===== src/rtl/req_esc_pkg.sv =====
// req_esc_pkg: shared types and constants for the priority-escalation
// request/acknowledge controller.
//   state_t : sweep FSM states (IDLE, REQ, WAIT, DONE)
//   CNT_W   : width of the pass/fail statistics counters
//   CNT_MAX : saturation value of the statistics counters
//   WIN_W   : width of the ack window counter (ACK_WIN up to 15)
package req_esc_pkg;

    typedef enum logic [1:0] {
        IDLE = 2'd0,
        REQ  = 2'd1,
        WAIT = 2'd2,
        DONE = 2'd3
    } state_t;

    localparam int              CNT_W   = 16;
    localparam logic [CNT_W-1:0] CNT_MAX = {CNT_W{1'b1}};
    localparam int              WIN_W   = 4;

endpackage


===== src/rtl/req_esc_trig.sv =====
// req_esc_trig: two-phase sweep trigger. Registers `ready` every cycle and
// raises `start` when `go` follows `ready` by one cycle while the controller
// is idle. Triggers seen while not idle are dropped, not queued.
// Ports:
//   clk, rst : clock, synchronous active-high reset
//   ready    : trigger phase 1
//   go       : trigger phase 2 (cycle after ready)
//   idle     : controller is in IDLE
//   start    : combinational start pulse
module req_esc_trig (
    input  logic clk,
    input  logic rst,
    input  logic ready,
    input  logic go,
    input  logic idle,
    output logic start
);

    logic ready_q;

    always_ff @(posedge clk) begin
        if (rst) ready_q <= 1'b0;
        else     ready_q <= ready;
    end

    assign start = ready_q && go && idle;

endmodule


===== src/rtl/req_escalator.sv =====
// req_escalator: priority-escalation request/acknowledge controller.
// A ready-then-go trigger starts a sweep: req is driven for one cycle on
// lane 0, then ack on that lane is accepted for ACK_WIN cycles. Without an
// ack the sweep moves to the next lane, failing after lane NLVL-1.
// Ports:
//   clk, rst  : clock, synchronous active-high reset
//   ready, go : two-phase trigger
//   ack       : per-lane acknowledge (only the active lane is looked at)
//   req       : per-lane request, one-hot or zero
//   busy      : sweep in progress (REQ/WAIT/DONE)
//   done      : one-cycle completion pulse, pass valid with it
//   level     : lane being requested; holds the final lane after done
//   t         : sticky result, cleared at sweep start, set on pass
//   pass_cnt, fail_cnt : saturating statistics
// Optional feature: define REQ_ESCALATOR_STATS_EN to build the pass/fail
// counters; otherwise both outputs are tied to zero.
module req_escalator
    import req_esc_pkg::*;
#(
    parameter  int NLVL    = 4,
    parameter  int ACK_WIN = 1,
    localparam int LW      = (NLVL > 1) ? $clog2(NLVL) : 1
) (
    input  logic             clk,
    input  logic             rst,
    input  logic             ready,
    input  logic             go,
    input  logic [NLVL-1:0]  ack,
    output logic [NLVL-1:0]  req,
    output logic             busy,
    output logic             done,
    output logic             pass,
    output logic [LW-1:0]    level,
    output logic             t,
    output logic [CNT_W-1:0] pass_cnt,
    output logic [CNT_W-1:0] fail_cnt
);

    state_t           state, state_nxt;
    logic [LW-1:0]    lvl_q;
    logic [WIN_W-1:0] win_cnt;
    logic             pass_q;
    logic             t_q;
    logic             start;
    logic             ack_hit;
    logic             win_last;
    logic             at_top;

    req_esc_trig u_trig (
        .clk   (clk),
        .rst   (rst),
        .ready (ready),
        .go    (go),
        .idle  (state == IDLE),
        .start (start)
    );

    assign ack_hit  = ack[lvl_q];
    // Counter is loaded with ACK_WIN, so the value 1 marks the last
    // cycle of the window.
    assign win_last = (win_cnt == WIN_W'(1));
    assign at_top   = (lvl_q == LW'(NLVL - 1));

    // State register
    always_ff @(posedge clk) begin
        if (rst) state <= IDLE;
        else     state <= state_nxt;
    end

    // Next-state logic
    always_comb begin
        state_nxt = state;
        case (state)
            IDLE: if (start) state_nxt = REQ;
            REQ:  state_nxt = WAIT;
            WAIT: begin
                if (ack_hit)       state_nxt = DONE;
                else if (win_last) state_nxt = at_top ? DONE : REQ;
            end
            DONE: state_nxt = IDLE;
            default: state_nxt = IDLE;
        endcase
    end

    // Lane, window and result registers
    always_ff @(posedge clk) begin
        if (rst) begin
            lvl_q   <= '0;
            win_cnt <= '0;
            pass_q  <= 1'b0;
            t_q     <= 1'b0;
        end else begin
            case (state)
                IDLE: begin
                    if (start) begin
                        lvl_q <= '0;
                        t_q   <= 1'b0;
                    end
                end
                REQ: win_cnt <= WIN_W'(ACK_WIN);
                WAIT: begin
                    if (ack_hit) begin
                        pass_q <= 1'b1;
                        t_q    <= 1'b1;
                    end else begin
                        win_cnt <= win_cnt - WIN_W'(1);
                        if (win_last) begin
                            // No wrap: the top lane ends the sweep as a fail.
                            if (at_top) pass_q <= 1'b0;
                            else        lvl_q  <= lvl_q + LW'(1);
                        end
                    end
                end
                DONE: pass_q <= 1'b0;
                default: ;
            endcase
        end
    end

    // Outputs
    always_comb begin
        req  = '0;
        if (state == REQ) req[lvl_q] = 1'b1;
        busy = (state != IDLE);
        done = (state == DONE);
        pass = (state == DONE) && pass_q;
    end

    assign level = lvl_q;
    assign t     = t_q;

`ifdef REQ_ESCALATOR_STATS_EN
    logic [CNT_W-1:0] pass_cnt_q;
    logic [CNT_W-1:0] fail_cnt_q;

    always_ff @(posedge clk) begin
        if (rst) begin
            pass_cnt_q <= '0;
            fail_cnt_q <= '0;
        end else if (done) begin
            if (pass && pass_cnt_q != CNT_MAX)  pass_cnt_q <= pass_cnt_q + CNT_W'(1);
            if (!pass && fail_cnt_q != CNT_MAX) fail_cnt_q <= fail_cnt_q + CNT_W'(1);
        end
    end

    assign pass_cnt = pass_cnt_q;
    assign fail_cnt = fail_cnt_q;
`else
    assign pass_cnt = '0;
    assign fail_cnt = '0;
`endif

endmodule


===== config.mk =====
export PLATFORM = sky130hd
export DESIGN_NAME = req_escalator
export DESIGN_NICKNAME = d
export VERILOG_FILES = /design/src/rtl/req_esc_pkg.sv /design/src/rtl/req_esc_trig.sv /design/src/rtl/req_escalator.sv
export SDC_FILE = /design/constraint.sdc
export NUM_CORES = 1
export LEC_CHECK = 0
export BUFFER_PORTS_ARGS = -buffer_cell sky130_fd_sc_hd__buf_2
export CORE_MARGIN = 2
export CORE_UTILIZATION = 41
export CTS_CLUSTER_DIAMETER = 50
export DETAILED_ROUTE_END_ITERATION = 6
export MAX_ROUTING_LAYER = met4
export PLACE_DENSITY = 0.85
export SKIP_LAST_GASP = 1
export SLEW_MARGIN = 10
export SYNTH_ARGS = -nofsm -noshare
export SYNTH_HDL_FRONTEND = slang
export SYNTH_SLANG_ARGS = --single-unit

===== constraint.sdc =====
create_clock -name clk -period 1.7 [get_ports clk]
set_clock_uncertainty 0.15 [all_clocks]
set_input_delay 0.34 -clock clk [delete_from_list [all_inputs] [get_ports clk]]
set_output_delay 0.34 -clock clk [all_outputs]
set_load 0.03 [all_outputs]

# Yosys cells after proc, flatten, opt, wreduce, memory -nomap -nowiden
# Cells that the tools add are included.
[word_totals]
word_cells = 60
in_bits = 8
output_inout_bits = 42
reg_bits = 11
[classes]
reduce_logical = 14
addsub = 2
n_lt_le_gt_ge = 2
mux = 24
eq_ne = 12
[op_table]
columns = ["operator", "count"]
rows = [
  ["2-to-1 mux 2 bit", 8],
  ["!= test 2 bit, second input constant", 5],
  ["2-to-1 mux 4 bit", 2],
  ["one-hot mux 2 bit (4 select lines)", 1],
  ["one-hot mux 4 bit (2 select lines)", 1],
  ["nonzero test 2 bit", 4],
  ["2-to-1 mux 1 bit", 7],
  ["equality test 2 bit, second input constant", 3],
  ["!= test 3 bit, second input constant", 2],
  ["AND reduction 3 bit", 2],
  ["AND reduction 5 bit", 1],
  ["equality test 4 x 1 -> 1 bit, second input constant", 1],
  ["logical AND 1 bit", 4],
  ["one-hot mux 1 bit (2 select lines)", 2],
  ["one-hot mux 2 bit (2 select lines)", 1],
  ["AND reduction 2 bit", 2],
  ["subtractor 4 x 1 -> 4 bit, second input constant", 1],
  ["< comparator 2 x 3 -> 1 bit, second input constant", 1],
  ["adder 2 x 1 -> 2 bit, second input constant", 1],
  ["binary-select mux 1 bit (select 2 bit)", 1],
  ["demux 1 bit (select 2 bit)", 1],
  ["equality test 2 x 1 -> 1 bit, second input constant", 1],
  ["greater-or-equal comparator 2 x 1 -> 1 bit, second input constant", 1],
  ["zero test 2 bit", 1],
]

# Longest topological paths before layout
[logic_depth]
ltp_word = 5
depth_mapped = 7

# Hierarchy
# From an unflattened synthesis, not the netlist that was laid out.
[hier_totals]
hier_cells = 125
area_unflattened_um2 = 1066.0
[by_module_without_submodules]
columns = ["module", "cells_each", "area_each_um2", "instances"]
rows = [
  ["req_escalator", 122, 1033.5, 1],
  ["req_esc_trig", 3, 32.5, 1],
]

# Worst setup path after synthesis
# Ideal clock, no wire load.
[synth_timing]
kind = "reg-to-reg"
from = "register lvl_q[0], in the netlist level[0]"
to = "register state[1]"
t_required_ns = 1.422
path_stages_with_launch = 5
setup_ns = 0.128
path_slack_ns = -0.326
arrival_time_ns = 1.748
period_less_slack_ns = 2.026
path_cell_list = "dfxtp_1 mux4_2 o31ai_4 mux2i_1 o21ai_1"
[synth_between]
elab_chain_len = 5
elab_cells_between_ends = 9
classes_between = "eq/ne: 2; mux: 6; reduce/logical: 1"
[synth_rtl]
columns = ["item", "line", "text"]
rows = [
  ["start: declaration", "req_escalator.sv:40", "logic [LW-1:0] lvl_q;"],
  ["start signal: assignment", "req_escalator.sv:110", "else lvl_q <= lvl_q + LW'(1);"],
  ["equality test 2 bit", "req_escalator.sv:62", "assign at_top = (lvl_q == LW'(NLVL - 1));"],
  ["2-to-1 mux 2 bit (2 in a row)", "req_escalator.sv:78", "else if (win_last) state_nxt = at_top ? DONE : REQ;"],
  ["2-to-1 mux 2 bit", "req_escalator.sv:77", "if (ack_hit) state_nxt = DONE;"],
  ["one-hot mux 2 bit (4 select lines)", "req_escalator.sv:73", "case (state)"],
  ["end signal: assignment", "req_escalator.sv:67", "else state <= state_nxt;"],
  ["end: declaration", "req_escalator.sv:39", "state_t state, state_nxt;"],
]
# Several ways; a longest one is shown, not always the timed one. The select of a mux whose other input is x is not followed.
# A chain may end at the register's enable or synchronous reset.

# Final worst setup path
[layout_timing]
from = "register lvl_q[0], in the netlist level[0]"
to = "register win_cnt[3]"
[layout_between]
elab_chain_len = 4
[layout_rtl]
columns = ["item", "line", "text"]
rows = [
  ["binary-select mux 1 bit (select 2 bit)", "req_escalator.sv:58", "assign ack_hit = ack[lvl_q];"],
  ["2-to-1 mux 1 bit (not written as such)", "req_escalator.sv:58", ""],
  ["!= test 2 bit (no source line)", "n/a", ""],
  ["AND reduction 2 bit (no source line)", "n/a", ""],
  ["end signal: assignment", "req_escalator.sv:100", "REQ: win_cnt <= WIN_W'(ACK_WIN);"],
  ["end signal: assignment", "req_escalator.sv:106", "win_cnt <= win_cnt - WIN_W'(1);"],
  ["end: declaration", "req_escalator.sv:41", "logic [WIN_W-1:0] win_cnt;"],
]
# No other way between the ends. The select of a mux whose other input is x is not followed.

==> results_dict.tcl <==
set metrics [dict create \
    clock_sinks 11 \
    synth_top_area_cell "buf_4" \
    switching_share_pct 42.6 \
    cp_data_arrival_time_ps 1810 \
    power_switching_mw 0.647 \
    synth_area_leaders "buf_4 (23%), dfxtp_1 (21%), ha_1 (13%)" \
    violations "negative setup slack" \
    fin_util_pct 52.9 \
    min_path_type "in -> reg" \
    leakagePower_nw 0.616 \
    path_cells "mux4_2 -> a21boi_4 -> mux2i_1 -> a21oi_1" \
    dr.pass1.iters 4 \
    final_nets 176 \
    crit_start "level[0]" \
    fin_ws_ps -108 \
    initial_core_util_pct 42.2 \
    pwr-share-comb_pct 65.9 \
    critPathKind "reg -> reg" \
    p_int_mw 0.871 \
    slew_viol_final 0 \
    p_seq_share_pct 22.0 \
    yosysUniqueCellTypes 33 \
    core_region_area_um2 2430 \
    fin_crit_ps 1810 \
    reg2regPathDepth 4 \
    drt_iter0_markers 13 \
    setup_tns_ps -929 \
    n_antenna_cell 0 \
    reg2reg_slack_ps -110 \
    whs_path_depth 2 \
    cts_tree "done" \
    async_flop_share_pct 0 \
    post-route-drc-count 0 \
    regArea_um2 228 \
    finalSetupViolCount 13 \
    outcome "complete, but fails checks" \
    avgRoutedWirePerCell_um 10.2 \
    cts_made_buffers 3 \
    fin_cells 186 \
    crit_path_max_incr_delay_ps 620 \
    yosys.area.top_type_share_pct 23.4 \
    rows 18 \
    drt_wl_total_um 1900 \
    fmax_mhz 553 \
    overflow 0 \
    clkPwrFrac_pct 12.1 \
    hold_viol_final 0 \
    max-clock-path-buffers 2 \
    required_ps 1700 \
    hp-start "ready" \
    slowest_stage "mux4_2" \
    fin_area_um2 1290 \
    synthTopCellsByCount "buf_4 (32), dfxtp_1 (11), ha_1 (11)" \
    cap_violations 0 \
    synth_edf_count 0 \
    fin_crit_sh_pct 106 \
    grt_pass1_vias 669 \
    timing.critical_path.from_type "flop" \
    ys_ff_latch 11 \
    synthCells 119 \
    whs_ps 119 \
    drive_above_1_share_pct 38.5 \
    grt_pass1_wl_um 2840 \
    crit_fanout 7 \
    ys_seq_area_share_pct 21.5 \
    cts-root-buf "clkbuf_4" \
    grt_max_degree 17 \
    synth.most_common_cell "buf_4" \
    vias 821 \
    fillerInstances 226 \
    worstSkewPairLatency_ps 280 \
    grt_antenna_before_repair 0 \
    gp_congestion 0.801 \
    synth-main-ff-cell "dfxtp_1" \
    power_density_nw_per_um2 1180 \
    synth_area_um2 1030 \
    ir_worst_vdd_mv 0.937 \
    die_area_um2 2920 \
    cts_hold_buf 0 \
    groute.usage.overall_pct 14.2 \
    portBuffers 17 \
    vias_per_cell 4.41 \
    synth-warning-count 0 \
    io_pins 50 \
    syn_to_final_growth_pct 25.5 \
    htree_levels 1 \
    clkTransAtPathRegs_ps 70 \
    dp.cells 181 \
    dieWidth_um 54.0 \
    r2r_end "win_cnt[3]" \
    crit-reg2reg-launch "level[0]" \
    dp_hpwl_um 1470 \
    postRouteAntennaNets 0 \
    die_h_um 54.0 \
    rsz0062_at_grt "yes" \
    multi_input_area_um2 693 \
    hold-path-endpoint "u_trig.ready_q" \
    endpoint_kind "flop" \
    synth_area_per_cell_um2 8.62 \
    dpl-instance-area_um2 1160 \
]
[layer usage]
layer	share of wire (%)	global-route usage [%]
met3	7.8	2.50
met5	0	-
met1	44	15.7
met4	2.0	7.50
met2	47	24.0
[power groups by stage]
stage | Combinational, mW | Clock (mW) | Sequential (mW)
6_report | 0.999 | 0.184 | 0.334
3_5_place_dp | 0.891 | 0 | 0.329
3_3_place_gp | 0.878 | 0 | 0.326
4_1_cts | 0.933 | 0.196 | 0.327
2_1_floorplan | 0.643 | 0 | 0.339
5_1_grt | 1.10 | 0.200 | 0.338
[cells by family after synthesis]
kind of cell / synth area share [%]
buf+inv: 27.4
compound gates: 15.6
other cells: 0.366
fa+ha+maj: 13.4
flops: 21.5
mux: 7.07
simple gates: 14.6
[through the flow]
step	setup slack (ps)	total power [mW]
6_report	-108	1.52
5_1_grt	-171	1.63
4_1_cts	-109	1.46
3_5_place_dp	-194	1.22
3_3_place_gp	-176	1.20
2_1_floorplan	-114	0.982
[state kept, by name, indices dropped and copies added (netlist names)]
register        flops
pass_q              1
u_trig.ready_q      1
t                   1
state               2
level               2
win_cnt             4
[critical path: cells and delay by family (launching register included)]
kind               cells  cell delay [ps]
muxes                  2              830
AOI/OAI and AO/OA      2              350
DFF                    1              360
[what timing repair did]
action / 4_1_cts / 5_1_grt
cloned: 0 / 0
gates resized for setup: 16 / 13
buffers inserted: 0 / 1
pin swaps: 2 / 1
setup endpoints to repair: 16 / 16
[worst max path at each step]
stage / slack [ps] / cells after the start / end
after global routing: -170 / 4 / win_cnt[3]
after detailed placement: -190 / 5 / state[1]
after CTS: -110 / 4 / win_cnt[3]
after floorplan: -110 / 4 / state[1]
after global placement: -180 / 5 / state[1]
final: -110 / 4 / win_cnt[3]
[cell usage in the layout, fill, tap and decap left out, types with 3 or more instances in the layout]
master and instances:
nor2_1 6, nor3_1 4, mux2i_1 5, buf_4 18, inv_2 3, dfxtp_2 3, clkbuf_4 3, conb_1 32
dfxtp_1 7, buf_6 7, a311o_1 3, ha_4 3, and2_1 3, buf_2 11, nand2_1 5, ha_1 6
inv_1 6
[cell type report]
cell class,instances,share of cell area [%]
tap,30,2.92
timing repair buffer,36,20.9
sequential,11,17.7
inverter,9,2.62
multi-input combinational,96,53.8
clock buffer,4,2.04
(Power assumes the default switching activity.)
